<file path="src/rtl/alu_requester.sv">
// ALU requester: queues ALU requests in a small FIFO, issues them
// one at a time to a combinational ALU and returns registered responses.
module alu_requester #(
    parameter int DEPTH = 4
) (
    input  logic       clk,
    input  logic       rst,
    input  logic       req_valid,
    output logic       req_ready,
    input  logic [2:0] req_op,
    input  logic [3:0] req_a,
    input  logic [3:0] req_b,
    output logic [2:0] alu_ctl,
    output logic [3:0] alu_a,
    output logic [3:0] alu_b,
    input  logic [3:0] alu_out,
    input  logic       alu_zero,
    input  logic       alu_ovf,
    output logic       rsp_valid,
    input  logic       rsp_ready,
    output logic [3:0] rsp_result,
    output logic       rsp_zero,
    output logic       rsp_ovf,
    output logic       rsp_err,
    output logic [7:0] op_count,
    output logic       ovf_sticky,
    input  logic       clr_stats
);

    localparam int AW = (DEPTH > 1) ? $clog2(DEPTH) : 1;
    localparam int CW = $clog2(DEPTH + 1);

    typedef enum logic [1:0] {
        S_IDLE = 2'd0,
        S_EXEC = 2'd1,
        S_RESP = 2'd2
    } state_t;

    state_t state_q, state_d;

    // FIFO storage and bookkeeping
    logic [10:0]   mem_q [DEPTH];
    logic [AW-1:0] wr_ptr_q, wr_ptr_d;
    logic [AW-1:0] rd_ptr_q, rd_ptr_d;
    logic [CW-1:0] cnt_q, cnt_d;

    logic          empty;
    logic          full;
    logic          push;
    logic          pop;
    logic [10:0]   head;
    logic [2:0]    head_op;
    logic          head_legal;

    // FSM control strobes
    logic          hs;
    logic          issue;
    logic          load_err;
    logic          capture;

    // Datapath registers
    logic [2:0]    alu_ctl_q;
    logic [3:0]    alu_a_q;
    logic [3:0]    alu_b_q;
    logic          rsp_valid_q;
    logic [3:0]    rsp_result_q;
    logic          rsp_zero_q;
    logic          rsp_ovf_q;
    logic          rsp_err_q;
    logic [7:0]    op_count_q;
    logic          ovf_sticky_q;

    assign empty     = (cnt_q == '0);
    assign full      = (cnt_q == CW'(DEPTH));
    assign req_ready = !full && !rst;
    assign push      = req_valid && req_ready;

    assign head    = mem_q[rd_ptr_q];
    assign head_op = head[10:8];

    // Legal control codes: AND, OR, ADD, SUB, SLT
    always_comb begin
        head_legal = 1'b0;
        case (head_op)
            3'b000, 3'b001, 3'b010,
            3'b110, 3'b111: head_legal = 1'b1;
            default:        head_legal = 1'b0;
        endcase
    end

    // FIFO pointer and occupancy next-state; a pop never frees room
    // for a same-cycle push because req_ready only looks at cnt_q
    always_comb begin
        wr_ptr_d = wr_ptr_q;
        rd_ptr_d = rd_ptr_q;
        cnt_d    = cnt_q;
        if (push) begin
            wr_ptr_d = wr_ptr_q + AW'(1);
        end
        if (pop) begin
            rd_ptr_d = rd_ptr_q + AW'(1);
        end
        case ({push, pop})
            2'b10:   cnt_d = cnt_q + CW'(1);
            2'b01:   cnt_d = cnt_q - CW'(1);
            default: cnt_d = cnt_q;
        endcase
    end

    // FIFO pointer and occupancy registers
    always_ff @(posedge clk) begin
        if (rst) begin
            wr_ptr_q <= '0;
            rd_ptr_q <= '0;
            cnt_q    <= '0;
        end else begin
            wr_ptr_q <= wr_ptr_d;
            rd_ptr_q <= rd_ptr_d;
            cnt_q    <= cnt_d;
        end
    end

    // FIFO payload write; contents are don't-care until pushed
    always_ff @(posedge clk) begin
        if (push) begin
            mem_q[wr_ptr_q] <= {req_op, req_a, req_b};
        end
    end

    // FSM state register
    always_ff @(posedge clk) begin
        if (rst) begin
            state_q <= S_IDLE;
        end else begin
            state_q <= state_d;
        end
    end

    // FSM next state: RESP chains straight into the next entry
    always_comb begin
        state_d = state_q;
        case (state_q)
            S_IDLE: begin
                if (!empty) begin
                    state_d = head_legal ? S_EXEC : S_RESP;
                end
            end
            S_EXEC: begin
                state_d = S_RESP;
            end
            S_RESP: begin
                if (rsp_ready) begin
                    if (!empty) begin
                        state_d = head_legal ? S_EXEC : S_RESP;
                    end else begin
                        state_d = S_IDLE;
                    end
                end
            end
            default: begin
                state_d = S_IDLE;
            end
        endcase
    end

    // FSM outputs: pop/issue/error-load/capture strobes
    always_comb begin
        hs       = 1'b0;
        pop      = 1'b0;
        issue    = 1'b0;
        load_err = 1'b0;
        capture  = 1'b0;
        case (state_q)
            S_IDLE: begin
                pop = !empty;
            end
            S_EXEC: begin
                capture = 1'b1;
            end
            S_RESP: begin
                hs  = rsp_ready;
                pop = rsp_ready && !empty;
            end
            default: begin
                pop = 1'b0;
            end
        endcase
        issue    = pop && head_legal;
        load_err = pop && !head_legal;
    end

    // ALU operand registers hold the last issued request
    always_ff @(posedge clk) begin
        if (rst) begin
            alu_ctl_q <= '0;
            alu_a_q   <= '0;
            alu_b_q   <= '0;
        end else if (issue) begin
            alu_ctl_q <= head[10:8];
            alu_a_q   <= head[7:4];
            alu_b_q   <= head[3:0];
        end
    end

    // Response payload: ALU capture or illegal-op error
    always_ff @(posedge clk) begin
        if (rst) begin
            rsp_result_q <= '0;
            rsp_zero_q   <= 1'b0;
            rsp_ovf_q    <= 1'b0;
            rsp_err_q    <= 1'b0;
        end else if (capture) begin
            rsp_result_q <= alu_out;
            rsp_zero_q   <= alu_zero;
            rsp_ovf_q    <= alu_ovf;
            rsp_err_q    <= 1'b0;
        end else if (load_err) begin
            rsp_result_q <= '0;
            rsp_zero_q   <= 1'b0;
            rsp_ovf_q    <= 1'b0;
            rsp_err_q    <= 1'b1;
        end
    end

    // Response valid: raised on a new payload, dropped on handshake
    always_ff @(posedge clk) begin
        if (rst) begin
            rsp_valid_q <= 1'b0;
        end else if (capture || load_err) begin
            rsp_valid_q <= 1'b1;
        end else if (hs) begin
            rsp_valid_q <= 1'b0;
        end
    end

    // Statistics; clear wins over a same-cycle update
    always_ff @(posedge clk) begin
        if (rst || clr_stats) begin
            op_count_q   <= '0;
            ovf_sticky_q <= 1'b0;
        end else begin
            if (hs && !rsp_err_q && (op_count_q != 8'hFF)) begin
                op_count_q <= op_count_q + 8'd1;
            end
            if (capture && alu_ovf) begin
                ovf_sticky_q <= 1'b1;
            end
        end
    end

    assign alu_ctl    = alu_ctl_q;
    assign alu_a      = alu_a_q;
    assign alu_b      = alu_b_q;
    assign rsp_valid  = rsp_valid_q;
    assign rsp_result = rsp_result_q;
    assign rsp_zero   = rsp_zero_q;
    assign rsp_ovf    = rsp_ovf_q;
    assign rsp_err    = rsp_err_q;
    assign op_count   = op_count_q;
    assign ovf_sticky = ovf_sticky_q;

endmodule
</file>
<file path="config.mk">
export PLATFORM = sky130hd
export DESIGN_NAME = alu_requester
export DESIGN_NICKNAME = d
export VERILOG_FILES = /design/src/rtl/alu_requester.sv
export SDC_FILE = /design/constraint.sdc
export NUM_CORES = 1
export LEC_CHECK = 0
export CAP_MARGIN = 5
export CORE_ASPECT_RATIO = 0.75
export CORE_MARGIN = 1.5
export CORE_UTILIZATION = 30
export DETAILED_ROUTE_END_ITERATION = 12
export GPL_TIMING_DRIVEN = 1
export HOLD_SLACK_MARGIN = 0.1
export SETUP_SLACK_MARGIN = 0.4
export SYNTH_ARGS = -nofsm -noshare
export SYNTH_HDL_FRONTEND = slang
export SYNTH_SLANG_ARGS = --single-unit
</file>
<file path="constraint.sdc">
create_clock -name clk -period 4.5 [get_ports clk]
set_input_delay 0.45 -clock clk [delete_from_list [all_inputs] [get_ports clk]]
set_output_delay 0.45 -clock clk [all_outputs]
set_load 0.05 [all_outputs]
</file>
======== Yosys cells after proc, flatten, opt, wreduce, memory -nomap -nowiden ========
Memory sizes are Yosys's and may differ from the RTL's. A register that Yosys moved wholly into a read port is not among the register bits.
Cells that the tools add are included.
operators by class
  add/subtract/negate cells ............... 5
  equal/unequal tests ..................... 12
  multiplexer cells ....................... 21
  reductions and logical operators ........ 24
operators with widths
  kind                                               number
  2-to-1 mux 2 bit                                   6
  2-to-1 mux 1 bit                                   10
  == test 3 bit (second input constant)              3
  adder 8 x 1 -> 8 bit (second input constant)       1
  logical AND 1 bit                                  8
  2-to-1 mux 4 bit                                   2
  inequality test 8 bit (second input constant)      1
  zero test 3 bit                                    2
  one-hot mux 2 bit (3 select lines)                 1
  one-hot mux 3 bit (2 select lines)                 1
  nonzero test 2 bit                                 3
  zero test 1 bit                                    5
  OR reduction 5 bit                                 1
  adder 2 x 1 -> 2 bit (second input constant)       2
  == test 2 x 1 -> 1 bit (second input constant)     2
  == test 2 bit (second input constant)              2
  inequality test 2 bit (second input constant)      2
  adder 3 x 1 -> 3 bit (second input constant)       1
  == test 3 x 1 -> 1 bit (second input constant)     1
  == test 3 x 2 -> 1 bit (second input constant)     1
  subtractor 3 x 1 -> 3 bit (second input constant)  1
  zero test 2 bit                                    1
  logical OR 1 bit                                   2
  one-hot mux 1 bit (2 select lines)                 1
  2 further kinds                                    2
storage, ports and cells
  register bits ........................... 37
  RAM bits ................................ 44
  input port bits ......................... 22
  output and inout bits ................... 29
  logic and storage cells ................. 77
  memories kept ........................... 1
memory list
  name   words  bits a word  rd ports  clocked after Yosys merged registers in  wr ports  RTL line  source
  mem_q  4      11           1         1                                        1         42        logic [10:0] mem_q [DEPTH];

======== Depth between registers and ports, before layout ========
  depth in word-level cells ............... 7
  mapped depth ............................ 11
  mapped depth without buffers ............ 9

======== Least setup slack after synthesis ========
No wires, ideal clock.
  path kind ............................... input to register
  from .................................... in rsp_ready
  to ...................................... reg cnt_q[2]
  library setup time ...................... 0.070 ns
  data arrival time ....................... 2.470 ns
  data required time ...................... 4.430 ns
  setup slack ............................. 1.959 ns
  stages .................................. 11
  buffers on the path ..................... 2
  cell sequence ........................... nor2b_1 or3_1 buf_2 clkinv_2 clkbuf_1 ha_1 inv_1 fa_1 xor2_1 or3_1 a21oi_1
between the ends
  word-level cells in the longest chain between the ends .. 4
  elaborated cells between the ends (all ways) .. 6
  classes of those cells .................. eq/ne: 2; mux: 2; reduce/logical: 2
ends and longest elaborated chain
  element                                                                   RTL line  source
  start, declared                                                           20        input logic rsp_ready,
  logical AND 1 bit *                                                       182       pop = rsp_ready && !empty;
  one-hot mux 1 bit (2 select lines) *                                      173       case (state_q)
  net pop                                                                   50        logic pop;
  == test 2 x 1 -> 1 bit or == test 2 bit (tied branches)                   103       case ({push, pop})
  one-hot mux 3 bit (2 select lines) or nonzero test 2 bit (tied branches)  -
  end signal, assigned                                                      119       cnt_q <= cnt_d;
  end, declared                                                             45        logic [CW-1:0] cnt_q, cnt_d;
The timed path passes the listed nets; every way through them passes the cells marked *.
A chain may end at the register's enable or synchronous reset.

======== Worst setup path in the final report ========
  from .................................... in rsp_ready
  to ...................................... reg cnt_q[2]
between the ends
  word-level cells in the longest chain between the ends .. 4
  elaborated cells between the ends (all ways) .. 6
  classes of those cells .................. eq/ne: 2; mux: 2; reduce/logical: 2
ends and longest elaborated chain
  element                                                                   RTL line
  logical AND 1 bit *                                                       182
  one-hot mux 1 bit (2 select lines) *                                      173
  == test 2 x 1 -> 1 bit or == test 2 bit (tied branches)                   103
  one-hot mux 3 bit (2 select lines) or nonzero test 2 bit (tied branches)  -
Mark *: on every way between the ends. The rest lies on a longest branch, timed or not.

==> summary.txt <==
Synth
  • Mux cell area share after synthesis: 8.83%
  • Top-count cell post-synth: edfxtp_1
  • Synth Area in Compound Gates: 10.0%
  • Adder-Cell Fraction of Synth Area: 2.78%
  • Async set-reset flop share out of synthesis: 0%
  • Syn_area_per_cell: roughly 14 um^2
  • Cell count after synthesis: 250
  • Post-synth top cells: 44 x edfxtp_1, 39 x dfxtp_1, 19 x a21oi_1
  • Post-Syn Area: approximately 0.0034 mm^2
  • Synth top area cells: edfxtp_1 39%, dfxtp_1 23%, mux4_1 6.9%
  • Distinct cells, synth: 50
  • Most frequently used flop master after synthesis: edfxtp_1
  • Area leader, netlist: edfxtp_1
  • Ys Warns: 0
  • Syn nets: 279
  • Post-synthesis sequential area ratio: 61.5%
  • Xor and xnor area share after synthesis: ~2.3%
  • Main combinational cell family by area after synthesis: simple AND/OR/NAND/NOR gates
  • Synth Area in Simple Gates: roughly 11%
  • Synthesis-stage register bit count: 83
  • Post-synth EDFFs: 44
  • Synth top area share: 38.7%

Worst setup path
  • Worst path required time: 4.77 ns
  • Worst-path cell chain: clkdlybuf4s50_1 -> nor2b_1 -> or3_1 -> clkinv_2 -> ha_1 -> inv_1 -> fa_1 -> xor2_1 -> or3_1 -> a21oi_1
  • Worst r2r dst: rsp_result[2]$_SDFFE_PP0P_
  • Crit path max fanout: 15
  • Worst R2R Setup Slack: 1.84 ns
  • Worst Setup End Kind: flop
  • CP Launch Type: primary input
  • Delay of the slowest cell on the worst path: 0.53 ns
  • Arrival time worst endpoint: 3.08 ns
  • Kind of critical path: primary input to flop
  • Worst path most repeated cell: or3_1
  • R2R cell count: 4
  • Worst setup path end: cnt_q[2]$_SDFFE_PP0P_
  • Slowest CP cell: clkdlybuf4s50_1
  • Worst setup startpoint: rsp_ready

GRT
  • Total track usage: ~12%
  • Global route total overflow: 0
  • Vias in the first global route: a little over 2000
  • Pin count of the biggest net entering global routing: 34
  • First-pass GRT wire length: 10700 um
  • Antenna violations before repair: 0

Timing
  • RSZ-0062 raised after global routing: no
  • Max Clock Skew: approximately 0.0060 ns
  • F_max: 357 MHz
  • Min Tclk post-route: about 2.8 ns
  • Final Setup Violations: 0
  • TNS Setup: 0 ns
  • Max Transition Viols Final: 0
  • Slew margin rel.: 42.5%
  • Hold Vio Cnt, Final: 0
  • Crit share post-route: just over 60%
  • Worst slew pin tran: 0.857 ns

Placed design
  • Placed Area: 0.00402 mm^2
  • Post-detail-place hpwl: around 4500 um
  • Number of I/O port buffers: 50
  • Gp weighted congestion: approximately 0.76
  • DP Cell Count: 428

Power and ir drop
  • Lkg Pwr: between 1 and 1.5 nW
  • Pwr Density: ~590 mW/mm^2
  • Maximum VDD drop: roughly 0.00028 V

CTS
  • CTS tree: yes
  • Clk buf depth: 2
  • CTS buffer count: 9
  • Root buf cell: clkbuf_16
  • Clock sinks: 83
  • Clk slew on worst S/H paths: 0.06 ns
  • CTS HTree Levels: 3
  • Worst skew pair latency: 0.34 ns
  • Post-CTS Setup Bufs: 0
  • Post-CTS sizing: 0
  • Hold Buf Count CTS: 0

Cells and area
  • Ant diodes: 0
  • Fillers: 1012
  • Layout area overhead: 26.2%
  • Core Util, Final: between 30% and 40%
  • Post-route cell area: between 0.004 and 0.005 mm^2
  • Final Non-Filler Cells: 444
  • Share of layout cells above drive strength 1: under 10%
  • Fin nets: 328

Detailed routing
  • Final WL: between 6000 and 7000 um
  • Remaining antenna violation count: 0
  • Iteration-0 DRC Markers: 196
  • Via count: between 2000 and 2500
  • 1st-pass router iterations: 4
  • Routed WL per cell: 15.3 um
  • Post-route DRC: 0
  • DR vias/cell: 4.86

Floorplanning
  • Core area: 0.0110 mm^2
  • Die height: 95.4 um
  • Die Width: between 100 and 150 um
  • Row Count: 33
  • Die area: roughly 0.012 mm^2
  • Initial Util: 31.0%
  • Ports: a little over 50

Run status
  • Run status: finished clean

Min path
  • Hold crit path type: flop to flop

Run
  • Max Cap Viol: 0
==> metrics by stage <==
stage / hold WS (ns) / power (mW) / setup WS, ns
after floorplan: 0.459 / 1.65 / 1.96
after global placement: 0.466 / 1.87 / 1.42
after detailed placement: 0.466 / 1.88 / 1.35
after CTS: 0.478 / 2.59 / 1.71
after global routing: 0.505 / 2.70 / 1.55
final: 0.476 / 2.56 / 1.70
==> flip-flops by register name (all words and copies together), names as in the netlist, 2 cells and up, named ones only <==
register    flops
wr_ptr_q        2
state_q         2
rsp_result      4
op_count        8
alu_a           4
mem_q          44
alu_ctl         3
alu_b           4
cnt_q           3
rd_ptr_q        2
==> worst min path at each step <==
| stage | startpoint | end | slack, ns | cells past startpoint |
|---|---|---|---|---|
| finish | alu_a[0]$_SDFFE_PP0P_ | alu_a[0]$_SDFFE_PP0P_ | 0.48 | 2 |
| global route | alu_a[3]$_SDFFE_PP0P_ | alu_a[3]$_SDFFE_PP0P_ | 0.51 | 2 |
| CTS | alu_a[0]$_SDFFE_PP0P_ | alu_a[0]$_SDFFE_PP0P_ | 0.48 | 2 |
| detailed placement | alu_a[0]$_SDFFE_PP0P_ | alu_a[0]$_SDFFE_PP0P_ | 0.47 | 2 |
| global placement | rsp_err$_SDFFE_PP0P_ | rsp_err$_SDFFE_PP0P_ | 0.47 | 2 |
| floorplan | rd_ptr_q[1]$_SDFFE_PP0P_ | flop | 0.46 | 2 |
==> layer usage <==
| metal | GRT usage [%] | up-vias | share of wire (%) |
|---|---|---|---|
| met3 | 4.66 | 9 | 5.5 |
| met1 | 16.8 | 1043 | 51 |
| met5 | 0 | - | 0 |
| met4 | 4.89 | 0 | 1.7 |
| met2 | 16.6 | 49 | 42 |
| li1 | - | 1055 | - |
==> final cells by class <==
cell class,instances,area [um^2],share of cell area (%)
repair buffers,51,508,11.8
multi-input cells,143,1200,27.8
well taps,140,175,4.06
flip-flops and latches,83,2100,48.8
clock inverters,7,61.3,1.42
inverters,11,42.5,0.987
clock buffers,9,225,5.22
==> cells in the final DEF, fill, tap and decap left out, types with 2 or more instances in the layout <==
cell type and n:
nor2b_1 7, a21oi_1 19, and3_1 2, inv_6 2
nand2_1 4, xor2_1 7, nand3_1 2, a32o_1 5
xnor2_1 2, nand3b_1 2, clkbuf_16 9, o31ai_1 11
ha_1 6, inv_1 10, mux2i_1 2, nand4_1 11
nor2_1 16, clkinvlp_4 2, and2_1 6, clkdlybuf4s50_1 50
edfxtp_1 44, o211ai_1 2, or3_1 3, mux4_2 2
clkinv_4 2, o21ai_0 5, dfxtp_1 39, mux4_1 9
==> cell families (layout without fill, tap and decap cells) <==
| kind of cell | after synthesis | after routing |
|---|---|---|
| flops | 83 | 83 |
| simple gates | 65 | 65 |
| compound gates | 49 | 49 |
| buf+inv | 24 | 78 |
| mux | 13 | 13 |
| xor+xnor | 9 | 9 |
| fa+ha+maj | 7 | 7 |
==> worst max-delay path, delay by kind of cell <==
family | cells | cell delay (ns)
and+or+nand+nor | 3 | 0.90
AOI/OAI and AO/OA | 1 | 0.14
xor gates and xnor gates | 1 | 0.16
buffers and inverters | 3 | 0.84
adders and majority gates | 2 | 0.58
==> where the power goes <==
group          internal, mW  switching [mW]
Sequential            0.909          0.0911
Clock                 0.383           0.319
Combinational         0.322           0.536
Total                  1.61           0.946
(Power assumes the default switching activity.)
